--- src/rtl/cache_repl_pkg.sv ---
// Shared definitions for the cache replacement controller: FSM encoding and
// small bit-manipulation helpers used for victim selection.
package cache_repl_pkg;

  localparam logic [2:0] S_IDLE      = 3'd0;
  localparam logic [2:0] S_SELECT    = 3'd1;
  localparam logic [2:0] S_WRITEBACK = 3'd2;
  localparam logic [2:0] S_REFILL    = 3'd3;
  localparam logic [2:0] S_UPDATE    = 3'd4;

  // Upper bound on vector width handled by onehot_to_bin (associativity cap).
  localparam int unsigned MAX_VEC_BITS = 64;

  // Ceiling log2; constant-evaluable for port and parameter widths.
  function automatic int unsigned log2(input int unsigned value);
    int unsigned r;
    r = 0;
    for (int unsigned i = 0; i < 32; i++) begin
      if ((64'd1 << i) < 64'(value)) r = i + 1;
    end
    return r;
  endfunction

  // Index of the lowest set bit; 0 when no bit is set.
  function automatic int unsigned onehot_to_bin(input logic [MAX_VEC_BITS-1:0] vec);
    for (int unsigned i = 0; i < MAX_VEC_BITS; i++) begin
      if (vec[i]) return i;
    end
    return 0;
  endfunction

endpackage

--- src/rtl/lowest_set_encoder.sv ---
// Combinational priority encoder: index of the lowest set bit plus an any flag.
module lowest_set_encoder
  import cache_repl_pkg::*;
#(
  parameter int unsigned WIDTH = 4
) (
  input  logic [WIDTH-1:0]        bits,
  output logic [log2(WIDTH)-1:0]  index,
  output logic                    any
);

  localparam int unsigned IDX_W = log2(WIDTH);

  always_comb begin
    index = IDX_W'(onehot_to_bin(MAX_VEC_BITS'(bits)));
    any   = |bits;
  end

endmodule

--- src/rtl/replacement_controller.sv ---
// Hit/miss sequencer between tag compare and the LRU block: forwards hits as
// LRU updates, and on misses picks a victim, runs writeback/refill, then updates LRU.
module replacement_controller
  import cache_repl_pkg::*;
#(
  parameter int unsigned NUM_WAYS   = 4,
  parameter int unsigned INDEX_BITS = 8
) (
  input  logic                         clock,
  input  logic                         reset,
  input  logic                         lookup_valid,
  input  logic [INDEX_BITS-1:0]        lookup_index,
  input  logic                         hit,
  input  logic [log2(NUM_WAYS)-1:0]    hit_way,
  input  logic [NUM_WAYS-1:0]          valid_bits,
  input  logic [NUM_WAYS-1:0]          dirty_bits,
  output logic                         ready,
  output logic [INDEX_BITS-1:0]        lru_index,
  output logic [log2(NUM_WAYS)-1:0]    lru_access,
  output logic                         lru_access_valid,
  input  logic [NUM_WAYS-1:0]          lru_onehot,
  output logic [log2(NUM_WAYS)-1:0]    victim_way,
  output logic                         wb_req,
  input  logic                         wb_ack,
  output logic                         refill_req,
  input  logic                         refill_ack,
  output logic                         miss_done
);

  localparam int unsigned WAY_BITS = log2(NUM_WAYS);

  logic [2:0]          state;
  logic [NUM_WAYS-1:0] valid_q;
  logic [NUM_WAYS-1:0] dirty_q;
  logic [NUM_WAYS-1:0] invalid_q;
  logic [WAY_BITS-1:0] inv_idx;
  logic [WAY_BITS-1:0] lru_idx;
  logic                inv_any;
  logic                lru_any;
  logic [WAY_BITS-1:0] sel_victim;
  logic                sel_dirty;

  assign invalid_q = ~valid_q;

  lowest_set_encoder #(.WIDTH(NUM_WAYS)) u_invalid_enc (
    .bits  (invalid_q),
    .index (inv_idx),
    .any   (inv_any)
  );

  lowest_set_encoder #(.WIDTH(NUM_WAYS)) u_lru_enc (
    .bits  (lru_onehot),
    .index (lru_idx),
    .any   (lru_any)
  );

  // Invalid-way fill beats LRU; an empty LRU vector encodes to way 0.
  always_comb begin
    sel_victim = inv_any ? inv_idx : (lru_any ? lru_idx : '0);
    sel_dirty  = !inv_any && dirty_q[sel_victim];
  end

  // lru_index doubles as the latched miss index: it only changes in IDLE.
  always_ff @(posedge clock) begin
    if (reset) begin
      state            <= S_IDLE;
      ready            <= 1'b1;
      lru_index        <= '0;
      lru_access       <= '0;
      lru_access_valid <= 1'b0;
      victim_way       <= '0;
      wb_req           <= 1'b0;
      refill_req       <= 1'b0;
      miss_done        <= 1'b0;
      valid_q          <= '0;
      dirty_q          <= '0;
    end else begin
      lru_access_valid <= 1'b0;
      miss_done        <= 1'b0;
      case (state)
        S_IDLE: begin
          if (lookup_valid) begin
            lru_index <= lookup_index;
            if (hit) begin
              lru_access       <= hit_way;
              lru_access_valid <= 1'b1;
            end else begin
              valid_q <= valid_bits;
              dirty_q <= dirty_bits;
              ready   <= 1'b0;
              state   <= S_SELECT;
            end
          end
        end
        S_SELECT: begin
          victim_way <= sel_victim;
          if (sel_dirty) begin
            wb_req <= 1'b1;
            state  <= S_WRITEBACK;
          end else begin
            refill_req <= 1'b1;
            state      <= S_REFILL;
          end
        end
        S_WRITEBACK: begin
          if (wb_req && wb_ack) begin
            wb_req     <= 1'b0;
            refill_req <= 1'b1;
            state      <= S_REFILL;
          end
        end
        S_REFILL: begin
          if (refill_req && refill_ack) begin
            refill_req       <= 1'b0;
            lru_access       <= victim_way;
            lru_access_valid <= 1'b1;
            miss_done        <= 1'b1;
            state            <= S_UPDATE;
          end
        end
        S_UPDATE: begin
          ready <= 1'b1;
          state <= S_IDLE;
        end
        default: begin
          wb_req     <= 1'b0;
          refill_req <= 1'b0;
          ready      <= 1'b1;
          state      <= S_IDLE;
        end
      endcase
    end
  end

endmodule

--- config.mk ---
export PLATFORM = sky130hd
export DESIGN_NAME = replacement_controller
export DESIGN_NICKNAME = d
export VERILOG_FILES = /design/src/rtl/cache_repl_pkg.sv /design/src/rtl/lowest_set_encoder.sv /design/src/rtl/replacement_controller.sv
export SDC_FILE = /design/constraint.sdc
export NUM_CORES = 1
export LEC_CHECK = 0
export BUFFER_PORTS_ARGS = -buffer_cell sky130_fd_sc_hd__buf_2
export CAP_MARGIN = 5
export CORE_ASPECT_RATIO = 0.7
export CORE_MARGIN = 4
export CORE_UTILIZATION = 40
export DETAILED_ROUTE_END_ITERATION = 7
export PLACE_DENSITY_LB_ADDON = 0.08
export SLEW_MARGIN = 20
export SYNTH_ARGS = -nofsm -noshare
export SYNTH_HDL_FRONTEND = slang
export SYNTH_SLANG_ARGS = --single-unit
export TNS_END_PERCENT = 10
--- constraint.sdc ---
create_clock -name clock -period 3.1 [get_ports clock]
set_input_delay 0.62 -clock clock [delete_from_list [all_inputs] [get_ports clock]]
set_output_delay 0.62 -clock clock [all_outputs]
set_load 0.05 [all_outputs]
Yosys cells after proc, flatten, opt, wreduce, memory -nomap -nowiden
Index checks and enable logic that the tools add are counted.
Storage, ports and cells
  register bits after elaboration: 28
  latch bits: 0
  memory bits (writable): 0
  ROM bits: 0
  input port bits: 28
  output and inout bits: 17
  logic and storage cells: 114
  memories kept: 0
Cells by class
  $add $sub $neg: 0
  $mul: 0
  div/mod/pow operators: 0
  $lt $le $gt $ge: 1
  equality and inequality tests: 11
  shift-type cells: 0
  mux-type cells: 66
  bitwise operators: 6
  reductions and logical operators: 19
Operators with widths (count)
  $mux W1: 38
  $mux W2: 17
  $ne A2 B2 Y1 const B: 7
  $mux W3: 4
  $pmux W3 S4: 1
  $reduce_and A4 Y1: 3
  $reduce_and A3 Y1: 3
  $reduce_or A4 Y1: 2
  $eq A3 B2 Y1 const B: 2
  $reduce_or A3 Y1: 2
  $not A1 Y1: 5
  $not A4 Y4: 1
  $pmux W1 S2: 2
  $pmux W1 S4: 1
  $pmux W2 S2: 1
  $reduce_or A2 Y1: 2
  $eq A3 B1 Y1 const B: 1
  $eq A3 B3 Y1 const B: 1
  $logic_and A1 B1 Y1: 3
  $logic_not A3 Y1: 1
  $lt A2 B3 Y1 const B: 1
  $pmux W1 S3: 1
  $bmux W1 S2: 1
  $reduce_and A2 Y1: 1
  2 further kinds: 2

Longest topological paths before layout
Gate-level depths: netlist of the first run.
  word-level depth: 15
  depth in mapped cells: 7
  mapped depth without buffers: 5

Cells and area by module
A second synthesis of the first run with hierarchy kept.
Unflattened totals
  cells, all modules: 158
  area, all modules: 1285.0 µm²
Modules (own cells, without submodules)
  replacement_controller: times used 1, cells an instance 144, area each 1214.9 µm², sequential area each 560.5 µm²
  lowest_set_encoder: times used 2, cells an instance 7, area each 35.0 µm², sequential area each 0.0 µm²

Least setup slack after synthesis of the first run
No wires, ideal clock.
  path type: in2reg
  start point: in lru_onehot[1]
  end point: reg wb_req
  library setup time: 0.116 ns
  arrival: 1.677 ns
  data required time: 2.984 ns
  path slack: 1.307 ns
  cell stages on the path: 4
  path buffers: 0
  path through: o311a_1 > mux2_4 > o21a_1 > a31o_1
Between the ends
  word-level cells in the longest chain between the ends: 14
  elaborated cells on any way between the ends: 23
  classes of those cells: eq/ne: 1; mux: 19; reduce/logical: 3
RTL lines
  from (decl): line replacement_controller.sv:21  | input logic [NUM_WAYS-1:0] lru_onehot,
  $mux W1: line cache_repl_pkg.sv:27  | if (vec[i]) return i;
  $mux W2 or $mux W1 (tied branches) (2 in a row): line cache_repl_pkg.sv:27
  $mux W2 or $mux W1 (tied branches) (3 in a row): line cache_repl_pkg.sv:26  | for (int unsigned i = 0; i < MAX_VEC_BITS; i++) begin
  $mux W2: line cache_repl_pkg.sv:29  | return 0;
  $mux W2 * (2 in a row): line replacement_controller.sv:59  | sel_victim = inv_any ? inv_idx : (lru_any ? lru_idx : '0);
  $bmux W1 S2 *: line replacement_controller.sv:60  | sel_dirty = !inv_any && dirty_q[sel_victim];
  $mux W1 (not written as such) *: line replacement_controller.sv:60
  $logic_and A1 B1 Y1 *: line replacement_controller.sv:60
  $ne A2 B2 Y1 (no line) *
  $reduce_and A3 Y1 (no line) *
  to (signal assigned): line replacement_controller.sv:72  | wb_req <= 1'b0;
  to (signal assigned): line replacement_controller.sv:98  | wb_req <= 1'b1;
  to (signal assigned): line replacement_controller.sv:107  | wb_req <= 1'b0;
  to (decl): line replacement_controller.sv:23  | output logic wb_req,
Mark *: on every way between the ends. The rest lies on a longest branch, timed or not. The select of a mux whose other input is x is not followed.
A chain may end at the register's enable or synchronous reset.

Worst setup path after layout of the first run
  start point: reg state[1]
  end point: reg dirty_q[0]
Between the ends
  word-level cells in the longest chain between the ends: 2
RTL lines
  from (decl): line replacement_controller.sv:32  | logic [2:0] state;
  from (signal assigned): line replacement_controller.sv:66  | state <= S_IDLE;
  from (signal assigned): line replacement_controller.sv:91  | state <= S_SELECT;
  from (signal assigned): line replacement_controller.sv:99  | state <= S_WRITEBACK;
  $logic_not A3 Y1: line replacement_controller.sv:80  | case (state)
  $reduce_and A3 Y1 (no line)
  to (signal assigned): line replacement_controller.sv:89  | dirty_q <= dirty_bits;
  to (decl): line replacement_controller.sv:34  | logic [NUM_WAYS-1:0] dirty_q;
No other way between the ends.

==> results of run 1 <==
-- registers in the layout (all words and copies together), names as in the netlist --
signal,cells
dirty_q,4
miss_done,1
wb_req,1
refill_req,1
valid_q,4
lru_index,8
lru_access,2
state,3
lru_access_valid,1
victim_way,2
ready,1
-- metal layers --
layer	track usage	vias up	wire [um]	share of wire
met5	0	-	0	0
met4	0.0503	0	15	0.0055
met3	0.0532	2	181	0.067
met2	0.235	35	1290	0.47
met1	0.174	485	1240	0.45
li1	-	568	-	-
-- final timing paths --
check	slack, ns	from	cells past startpoint	endpoint
min	0.45	lru_index[0]$_SDFFE_PP0P_	2	lru_index[0]$_SDFFE_PP0P_
max	1.39	state[1]$_SDFFE_PP0P_	4	dirty_q[0]$_SDFFE_PP0P_
max reg2reg	1.39	state[1]$_SDFFE_PP0P_	4	dirty_q[0]$_SDFFE_PP0P_
min reg2reg	0.45	lru_index[0]$_SDFFE_PP0P_	2	lru_index[0]$_SDFFE_PP0P_
-- cells by family after synthesis --
group | count (synthesis) | share of synthesized area
buffers and inverters | 11 | 0.0458
xor gates and xnor gates | 1 | 0.00713
muxes | 14 | 0.120
AOI/OAI and AO/OA | 27 | 0.143
and+or+nand+nor | 62 | 0.228
DFF | 28 | 0.456
-- layout make-up --
class / count / area share
Clock buffer: 3 / 0.0277
Inverter: 3 / 0.00756
Multi-Input combinational cell: 104 / 0.411
Sequential cell: 28 / 0.376
Tap cell: 36 / 0.0302
Timing Repair Buffer: 44 / 0.148
-- metrics by stage --
stage / instances / util / instance area [um2] / setup slack [ns]
3_5_place_dp: 215 / 0.506 / 1450 / 1.13
6_report: 218 / 0.521 / 1490 / 1.39
2_1_floorplan: 143 / - / 1230 / 1.31
5_1_grt: 218 / 0.521 / 1490 / 1.25
4_1_cts: 218 / 0.521 / 1490 / 1.41
3_3_place_gp: 215 / 0.506 / 1450 / 1.17
-- power groups by stage --
stage	Combinational (mW)	Clock [mW]	Sequential, mW
3_5_place_dp	0.138	0	0.402
2_1_floorplan	0.0658	0	0.436
4_1_cts	0.138	0.205	0.394
5_1_grt	0.150	0.213	0.396
6_report	0.137	0.187	0.394
3_3_place_gp	0.135	0	0.401
-- cell usage in the layout, fill, tap and decap left out, types with 2 or more instances in the layout --
master | Yosys | final
sky130_fd_sc_hd__nor2_1 | 20 | 20
sky130_fd_sc_hd__inv_1 | 2 | 2
sky130_fd_sc_hd__a21oi_1 | 13 | 13
sky130_fd_sc_hd__nor4_1 | 4 | 4
sky130_fd_sc_hd__mux2_2 | 2 | 2
sky130_fd_sc_hd__nand2b_1 | 3 | 3
sky130_fd_sc_hd__a31oi_1 | 2 | 2
sky130_fd_sc_hd__buf_2 | 3 | 44
sky130_fd_sc_hd__clkbuf_8 | 0 | 3
sky130_fd_sc_hd__mux2i_1 | 11 | 11
sky130_fd_sc_hd__dfxtp_1 | 28 | 28
sky130_fd_sc_hd__nor3_1 | 2 | 2
sky130_fd_sc_hd__nand2_1 | 26 | 26
sky130_fd_sc_hd__o21ai_0 | 3 | 3
-- worst max-delay path, stage by stage (launching register included) --
cell,delay [ns]
sky130_fd_sc_hd__dfxtp_1,0.42
sky130_fd_sc_hd__nor3_1,0.32
sky130_fd_sc_hd__nand3b_1,0.48
sky130_fd_sc_hd__mux2i_1,0.29
sky130_fd_sc_hd__nor2_1,0.06
==> implementation parameters, run 1 <==
Parameter                              Value

Routing
  Via density per instance    about 5.0
  Total via count after detailed routing    1090
  Average detailed-routed wire length per instance    12.5 um
  DR DRC count    0
  Total length of routed wires    ~2.7 mm
  Number of DRC markers in iteration 0    30
  DRT Pass-1 Iters    5
  Final ANT Viol Nets    0

Clocking
  Number of hold buffers added after cts    0
  Clock insertion delay at the later pin of the skew report    between 0.2 and 0.3 ns
  Number of cells upsized or downsized after cts    0
  Clk slew on worst S/H paths    about 0.080 ns
  Setup fix buffers added after clock tree synthesis    0
  CTS Buffer Depth    2
  TritonCTS clock tree    built
  Total clock buffers created by CTS    3
  CTS Root Cell    sky130_fd_sc_hd__clkbuf_8
  H-Tree Level Count    1
  Clock sink count    28

Layout
  Inserted Diodes    0
  P&R area growth vs syn    21.3%
  Fillers    291
  Area of combinational cells with multiple inputs    612 um2
  Number of nets in the finished design    212
  Sequential cell area    roughly 560 um2
  Ratio of cells with drive above 1 in the final layout    0.297

Pwr
  Net switching component of the power    0.205 mW
  Total power consumption of the routed design    around 0.72 mW
  Max VDD drop    just under 0.0003 V
  Total power per unit cell area    roughly 480 nW/um2
  Clock network power share    0.261
  Static leakage    0.699 nW
  Fraction of power spent switching nets    0.285
  Flop pwr share    0.548
  Design internal power    between 0.5 and 0.6 mW
  Logic pwr share    0.191

Place
  Sum of net half-perimeters after detailed placement    between 2 and 2.5 mm
  Final GP Congestion    around 0.73
  Number of buffers added on ports    44

Die
  DIE AREA    slightly above 4000 um2
  Die Width    about 74 um
  Total I/O pin count    45
  Area of the core region    between 2000 and 3000 um2
  Cell Rows    16
  Initial cell density of the core    0.429
  Die height    ~54 um

STA
  Portion of the clock cycle consumed by the worst path in the final layout    0.551
  Worst Skew    between 0.002 and 0.0025 ns
  Worst slew margin    0.596
  Upper clock frequency limit    just under 600 MHz
  Endpoints failing setup    0
  Tmin final    about 1.7 ns
  Unrepaired setup endpoints after global routing    no
  Worst hold-check slack    roughly 0.45 ns
  Final number of hold-violating endpoints    0
  Transition time at the pin with the least slew margin    a little over 0.6 ns
  Setup TNS    0 ns
  Final slew viol count    0

Job
  Number of max-cap violations    0

Worst hold path
  Tightest Hold Check Type    reg -> reg

Global route
  Vias in the first global route    approximately 1000
  Maximum number of pins on one net before global-route repair    29
  Initial antenna violation count    0
  Global route total overflow    0
  Global-route wire length before repair    between 4 and 5 mm
  Overall routing resource usage    0.143

Synth
  Synthesis Warnings    0
  Cell types with the largest area share after synthesis    sky130_fd_sc_hd__dfxtp_1 (46%), sky130_fd_sc_hd__mux2i_1 (9.0%), sky130_fd_sc_hd__nand2_1 (7.9%), sky130_fd_sc_hd__nor2_1 (6.1%), sky130_fd_sc_hd__a21oi_1 (5.3%)
  Synth top cells by count    sky130_fd_sc_hd__dfxtp_1 (28), sky130_fd_sc_hd__nand2_1 (26), sky130_fd_sc_hd__nor2_1 (20)
  Post-synth EDFFs    0
  Post-synthesis cell type count    35
  Gate Count Post-Synth    about 140
  Share of synthesized flip-flops with an asynchronous set or reset    0
  Dominant synthesized flop cell    sky130_fd_sc_hd__dfxtp_1
  Cell Area, Synth    roughly 1200 um2
  Fraction of the yosys area taken by sequential cells    0.456
  Most repeated cell in the gate-level netlist after synthesis    sky130_fd_sc_hd__dfxtp_1
  Cell type contributing the most total cell area after synthesis    sky130_fd_sc_hd__dfxtp_1
  Net count after synthesis    roughly 170
  Fraction of post-synthesis cell area in the top cell type by area    0.456
  Syn Area/Cell    around 8.6 um2
  Number of flip-flops and latches in the synthesized netlist    28

Setup path
  CP endpoint kind    flop
  Maximum fanout along the worst path    11
  Data arrival, critical path    between 1.5 and 2 ns
  Setup CP Type    reg -> reg
  Startpoint Class    flop
  Crit path required time    3.24 ns

Outcome
  Status    finished, final reports clean
(Power assumes the default switching activity.)
==> run 2: changes to the inputs <==
Settings changed: ABC_AREA set to 1.
Clock period 3.1 ns to 1.7 ns, I/O delays scaled along.
==> run 2 against run 1 <==
- clock power grew to 2.8 times the previous value
- highest routed layer unchanged
- largest cell class unchanged
- sequential cell count unchanged
- first-iteration DRC count rose by 120%
- core utilization grew 2.0 points
- via count rose by 7.1%
- final area rose by 5.3%
==> implementation parameters, run 2 <==
Parameter                              Value

Outcome
  Status    finished, final reports clean

Setup path
  Maximum fanout along the worst path    13 (+2)
  Data arrival, critical path    1.62 ns (-0.23 ns)
  Internal reg-to-reg setup slack    0.25 ns (-1.14 ns)
  Startpoint Class    flop
  CP endpoint kind    flop
  Crit path required time    1.87 ns (-1.37 ns)
  Setup CP Type    reg -> reg

Global route
  Initial antenna violation count    0 (unchanged)
  Maximum number of pins on one net before global-route repair    17 (-41%)
  Vias in the first global route    994 (-0.90%)
  Overall routing resource usage    0.145 (+0.00240)
  Global route total overflow    0 (unchanged)
  Global-route wire length before repair    4.48 mm (+2.9%)

Clocking
  CTS Root Cell    sky130_fd_sc_hd__clkbuf_8
  H-Tree Level Count    1 (unchanged)
  Clk slew on worst S/H paths    0.09 ns (about the same)
  Clock insertion delay at the later pin of the skew report    0.28 ns (+0.02 ns)
  Number of hold buffers added after cts    0 (unchanged)
  CTS Buffer Depth    2 (unchanged)
  TritonCTS clock tree    built
  Setup fix buffers added after clock tree synthesis    0 (unchanged)
  Number of cells upsized or downsized after cts    0 (unchanged)
  Clock sink count    28 (unchanged)
  Total clock buffers created by CTS    3 (unchanged)

Layout
  Inserted Diodes    0 (unchanged)
  Ratio of cells with drive above 1 in the final layout    0.338 (+0.0414)
  Biggest registers after layout    lru_index: 8 flops, dirty_q: 4 flops, valid_q: 4 flops
  Commonest non-fill, non-tap cell in the layout    sky130_fd_sc_hd__buf_2
  Most frequent cells in the layout    sky130_fd_sc_hd__buf_2 (44), sky130_fd_sc_hd__nand2_1 (37), sky130_fd_sc_hd__dfxtp_1 (28), sky130_fd_sc_hd__inv_1 (16), sky130_fd_sc_hd__a21oi_1 (16)
  P&R area growth vs syn    25.4%
  Finished Core Util    0.541 (+0.0200)
  Top reg by flops    lru_index
  Fillers    279 (-4.1%)
  Number of nets in the finished design    239 (+13%)
  Max FFs per register    8 (unchanged)

Die
  Die Width    74.8 um (+0.81%)
  Cell Rows    16 (unchanged)
  Die height    54.8 um (+0.78%)
  Total I/O pin count    45 (unchanged)
  DIE AREA    4100 um2 (+1.6%)
  Initial cell density of the core    0.431 (+0.00184)
  Area of the core region    2900 um2 (+1.4%)

Worst hold path
  Tightest Hold Check Type    in -> reg

Place
  Final GP Congestion    0.844 (+16%)
  Sum of net half-perimeters after detailed placement    2.24 mm (+6.0%)
  Number of buffers added on ports    44 (unchanged)

STA
  Worst slew margin    0.705 (+0.109)
  Unrepaired setup endpoints after global routing    no
  Worst Skew    0.00174 ns (-0.000491 ns)
  Setup TNS    0 ns (unchanged)
  Upper clock frequency limit    691 MHz (+18%)
  Worst hold-check slack    0.279 ns (-0.175 ns)
  Final slew viol count    0 (unchanged)
  Final number of hold-violating endpoints    0 (unchanged)
  Endpoints failing setup    0 (unchanged)
  Tmin final    1.45 ns (-0.260 ns)
  Transition time at the pin with the least slew margin    0.440 ns (-0.164 ns)
  Portion of the clock cycle consumed by the worst path in the final layout    0.851 (+0.301)

Routing
  DRT Pass-1 Iters    4 (-1)
  Via density per instance    4.74 (-5.1%)
  Average detailed-routed wire length per instance    11.6 um (-7.4%)
  Total length of routed wires    2.84 mm (+4.5%)
  DR DRC count    0 (unchanged)
  Number of DRC markers in iteration 0    65 (+120%)
  Final ANT Viol Nets    0 (unchanged)
  Total via count after detailed routing    1167 (+7.1%)

Synth
  Post-synth EDFFs    0 (unchanged)
  Fraction of the yosys area taken by sequential cells    0.448 (-0.00821)
  Cell types with the largest area share after synthesis    sky130_fd_sc_hd__dfxtp_1 (45%), sky130_fd_sc_hd__nand2_1 (11%), sky130_fd_sc_hd__a21oi_1 (6.4%), sky130_fd_sc_hd__inv_1 (4.8%), sky130_fd_sc_hd__nor2_1 (3.9%)
  Net count after synthesis    193 (+13%)
  Syn Area/Cell    7.58 um2 (-12%)
  Synth top cells by count    sky130_fd_sc_hd__nand2_1 (37), sky130_fd_sc_hd__dfxtp_1 (28), sky130_fd_sc_hd__a21oi_1 (16), sky130_fd_sc_hd__inv_1 (16), sky130_fd_sc_hd__nor2_1 (13)
  Post-synthesis cell type count    27 (-23%)
  Dominant synthesized flop cell    sky130_fd_sc_hd__dfxtp_1
  Number of flip-flops and latches in the synthesized netlist    28 (unchanged)
  Fraction of post-synthesis cell area in the top cell type by area    0.448 (-0.00821)
  Synthesis Warnings    0 (unchanged)
  Cell type contributing the most total cell area after synthesis    sky130_fd_sc_hd__dfxtp_1
  Gate Count Post-Synth    165 (+15%)
  Cell Area, Synth    1250 um2 (+1.8%)
  Most repeated cell in the gate-level netlist after synthesis    sky130_fd_sc_hd__nand2_1
  Share of synthesized flip-flops with an asynchronous set or reset    0 (unchanged)

Pwr
  Total power per unit cell area    1590 nW/um2 (+230%)
  Static leakage    0.743 nW (+6.3%)
  Max VDD drop    0.000775 V (+170%)

Job
  Number of max-cap violations    0 (unchanged)
==> run 2: logic make-up (layout without fill, tap and decap cells) <==
logic type,Yosys count,count (layout),share of synthesized area
compound gates,41,41,0.192
simple gates,72,72,0.280
flops,28,28,0.448
buf+inv,24,69,0.0800
==> run 2: power by group <==
part,internal [mW],switching (mW)
registers,0.800,0.0885
logic,0.302,0.775
clock network,0.315,0.209
total,1.42,1.07
==> run 2: worst paths after layout <==
| check | from | to | cells past startpoint |
|---|---|---|---|
| worst max-delay path | state[0]$_SDFFE_PP0P_ | dirty_q[2]$_SDFFE_PP0P_ | 8 |
| worst min-delay path | valid_bits[3] | valid_q[3]$_SDFFE_PP0P_ | 3 |
| worst max register to register | state[0]$_SDFFE_PP0P_ | dirty_q[2]$_SDFFE_PP0P_ | 8 |
| worst min register to register | lru_index[1]$_SDFFE_PP0P_ | lru_index[1]$_SDFFE_PP0P_ | 2 |
==> run 2: cell type report <==
type / instances / area, um2 / share of cell area
clock buffers: 3 / 41.3 / 0.0263
clock inverters: 1 / 30.0 / 0.0191
inverters: 21 / 81.3 / 0.0518
multi-input cells: 113 / 591 / 0.376
flip-flops and latches: 28 / 561 / 0.357
well taps: 36 / 45.0 / 0.0287
repair buffers: 44 / 220 / 0.140
==> run 2: per-stage QoR <==
stage | std cells | setup WS [ns] | power, mW | area, um2
after global routing | 246 | 0.0897 | 2.66 | 1570
after floorplan | 165 | 0.234 | 1.75 | 1250
final | 246 | 0.253 | 2.49 | 1570
after global placement | 242 | 0.323 | 1.95 | 1500
after detailed placement | 242 | 0.259 | 1.98 | 1500
after CTS | 246 | 0.269 | 2.51 | 1570
==> run 2: worst max-delay path, stage by stage (launching register included) <==
cell,delay (ns)
sky130_fd_sc_hd__dfxtp_1,0.36
sky130_fd_sc_hd__nor2_2,0.18
sky130_fd_sc_hd__inv_2,0.08
sky130_fd_sc_hd__nor2_4,0.12
sky130_fd_sc_hd__nand2_4,0.13
sky130_fd_sc_hd__nor2_4,0.14
sky130_fd_sc_hd__inv_2,0.13
sky130_fd_sc_hd__o21ai_1,0.15
sky130_fd_sc_hd__a21oi_1,0.05
==> run 2: routing by layer <==
layer	up-vias	wire, um	track usage
met1	503	1400	0.201
met5	-	0	0
li1	625	-	-
met2	35	1180	0.211
met4	0	31	0.0473
met3	4	231	0.0495
==> run 3: changes to the inputs <==
Settings changed: CORE_UTILIZATION 40 to 35.
==> run 3 against run 2 <==
- maximum frequency rose by 1.2%
- worst hold slack improved by 0.0043 ns
- first-iteration DRC count fell by 14%
- power rose by 0.58%
- combinational power barely moved
- clock-buffer cell count did not move
- largest power group unchanged
- critical path depth did not move
- final area rose by 0.88%
- worst setup slack improved by 0.017 ns
- largest cell class unchanged
- critical endpoint unchanged
- routed wire length rose by 5.0%
- cell count rose by 4.5%
==> implementation parameters, run 3 (synthesis results as in run 2) <==
Parameter                              Value

Outcome
  Status    finished, final reports clean

Clocking
  Clock sink count    28 (unchanged)
  H-Tree Level Count    1 (unchanged)
  Total clock buffers created by CTS    3 (unchanged)
  Clk slew on worst S/H paths    0.10 ns (about the same)
  CTS Root Cell    sky130_fd_sc_hd__clkbuf_8
  Number of hold buffers added after cts    0 (unchanged)
  Setup fix buffers added after clock tree synthesis    0 (unchanged)
  CTS Buffer Depth    2 (unchanged)
  TritonCTS clock tree    built
  Number of cells upsized or downsized after cts    0 (unchanged)
  Clock insertion delay at the later pin of the skew report    0.27 ns (about the same)

Layout
  Inserted Diodes    0 (unchanged)
  Commonest non-fill, non-tap cell in the layout    sky130_fd_sc_hd__buf_2
  Max FFs per register    8 (unchanged)
  Non-filler instance count after layout    257 (+4.5%)
  P&R area growth vs syn    26.5%
  Number of nets in the finished design    239 (unchanged)
  Biggest registers after layout    lru_index: 8 flops, dirty_q: 4 flops, valid_q: 4 flops
  Fillers    343 (+23%)
  Most frequent cells in the layout    sky130_fd_sc_hd__buf_2 (44), sky130_fd_sc_hd__nand2_1 (37), sky130_fd_sc_hd__dfxtp_1 (28), sky130_fd_sc_hd__inv_1 (16), sky130_fd_sc_hd__a21oi_1 (16)
  Ratio of cells with drive above 1 in the final layout    0.338 (unchanged)
  Final instance area    1580 um2 (+0.88%)
  Top reg by flops    lru_index

Place
  Number of buffers added on ports    44 (unchanged)
  Sum of net half-perimeters after detailed placement    2.33 mm (+4.0%)
  Area post-placement    1510 um2 (+0.92%)
  Final GP Congestion    0.810 (-4.0%)
  Worst setup timing slack at the placement stage    0.228 ns (-0.0315 ns)
  Cell count after placement    253 (+4.5%)

Die
  Initial cell density of the core    0.380 (-0.0515)
  Die height    58.0 um (+5.9%)
  DIE AREA    4610 um2 (+12%)
  Die Width    79.5 um (+6.2%)
  Area of the core region    3300 um2 (+14%)
  Total I/O pin count    45 (unchanged)
  Cell Rows    17 (+1)

Routing
  Total via count after detailed routing    1172 (+0.43%)
  Total length of routed wires    2.99 mm (+5.0%)
  DRT Pass-1 Iters    4 (unchanged)
  Final ANT Viol Nets    0 (unchanged)
  Average detailed-routed wire length per instance    11.6 um (+0.50%)
  Number of DRC markers in iteration 0    56 (-14%)
  DR DRC count    0 (unchanged)
  Via density per instance    4.56 (-3.9%)

Setup path
  CP endpoint kind    flop
  Worst Reg2Reg Path Length in Cells    8 (unchanged)
  Setup CP Type    reg -> reg
  Crit path required time    1.87 ns (about the same)
  Startpoint Class    flop
  Maximum fanout along the worst path    13 (unchanged)
  Data arrival, critical path    1.60 ns (-0.02 ns)

Global route
  Met1 usage    0.193 (-0.00832)
  Initial antenna violation count    0 (unchanged)
  Overall routing resource usage    0.133 (-0.0121)
  Met3 global-route usage    0.0419 (-0.00762)
  Global-route wire length before repair    4.84 mm (+8.0%)
  Maximum number of pins on one net before global-route repair    17 (unchanged)
  Global route total overflow    0 (unchanged)
  Vias in the first global route    1020 (+2.6%)
  Global-route met2 utilization    0.196 (-0.0148)
  GR peak layer    met2

STA
  Portion of the clock cycle consumed by the worst path in the final layout    0.841 (-0.0102)
  Final number of hold-violating endpoints    0 (unchanged)
  Worst slew margin    0.707 (+0.00187)
  Final slew viol count    0 (unchanged)
  Worst Skew    0.00487 ns (+0.00312 ns)
  Unrepaired setup endpoints after global routing    no
  Setup slack after layout    0.270 ns (+0.0174 ns)
  Transition time at the pin with the least slew margin    0.438 ns (-0.00279 ns)
  Tmin final    1.43 ns (-0.0174 ns)
  Endpoints failing setup    0 (unchanged)
  Setup TNS    0 ns (unchanged)
  Upper clock frequency limit    699 MHz (+1.2%)

Pwr
  Static leakage    0.743 nW (unchanged)
  Max VDD drop    0.000789 V (+1.8%)
  Total power per unit cell area    1580 nW/um2 (-0.30%)
  Total power consumption of the routed design    2.50 mW (+0.58%)

Job
  Number of max-cap violations    0 (unchanged)

Worst hold path
  Tightest Hold Check Type    in -> reg
  Worst hold path cell count    3 (unchanged)
run 3: cell counts in the layout (fill, tap and decap cells not counted):
No cell type changed its count.
run 3: where the power goes:
part	switching (mW)	internal, mW
logic	0.790	0.302
registers	0.0875	0.800
clock network	0.210	0.315
run 3: layout make-up:
class,count,area [um2],area share
clock buffer,3,41.3,0.0261
multi-input combinational,113,591,0.373
sequential,28,561,0.354
tap,47,58.8,0.0372
timing repair buffer,44,220,0.139
clock inverter,1,30.0,0.0190
inverter,21,81.3,0.0514
run 3: worst max-delay path, stage by stage, from the launching register on:
cell and delay [ns]:
sky130_fd_sc_hd__dfxtp_1 0.35, sky130_fd_sc_hd__nor2_2 0.18, sky130_fd_sc_hd__inv_2 0.08, sky130_fd_sc_hd__nor2_4 0.12, sky130_fd_sc_hd__nand2_4 0.12, sky130_fd_sc_hd__nor2_4 0.14
sky130_fd_sc_hd__inv_2 0.13, sky130_fd_sc_hd__o21ai_1 0.15, sky130_fd_sc_hd__a21oi_1 0.05
run 3: metrics by stage:
step | hold WS, ns | utilization
after floorplan | 0.409 | -
after global placement | 0.449 | 0.458
after detailed placement | 0.449 | 0.458
after CTS | 0.278 | 0.480
after global routing | 0.270 | 0.480
final | 0.284 | 0.480
run 3: per-layer routing:
layer | vias up | routed length [um]
li1 | 620 | -
met1 | 522 | 1500
met2 | 28 | 1320
met3 | 2 | 157
met4 | 0 | 12
met5 | - | 0
run 3: final timing paths:
path                                               from  slack (ns)                      end
worst max-delay path              state[0]$_SDFFE_PP0P_        0.27  dirty_q[2]$_SDFFE_PP0P_
worst max register to register    state[0]$_SDFFE_PP0P_        0.27  dirty_q[2]$_SDFFE_PP0P_
worst min-delay path                      valid_bits[0]        0.28  valid_q[0]$_SDFFE_PP0P_
worst min register to register  dirty_q[2]$_SDFFE_PP0P_        0.47  dirty_q[2]$_SDFFE_PP0P_
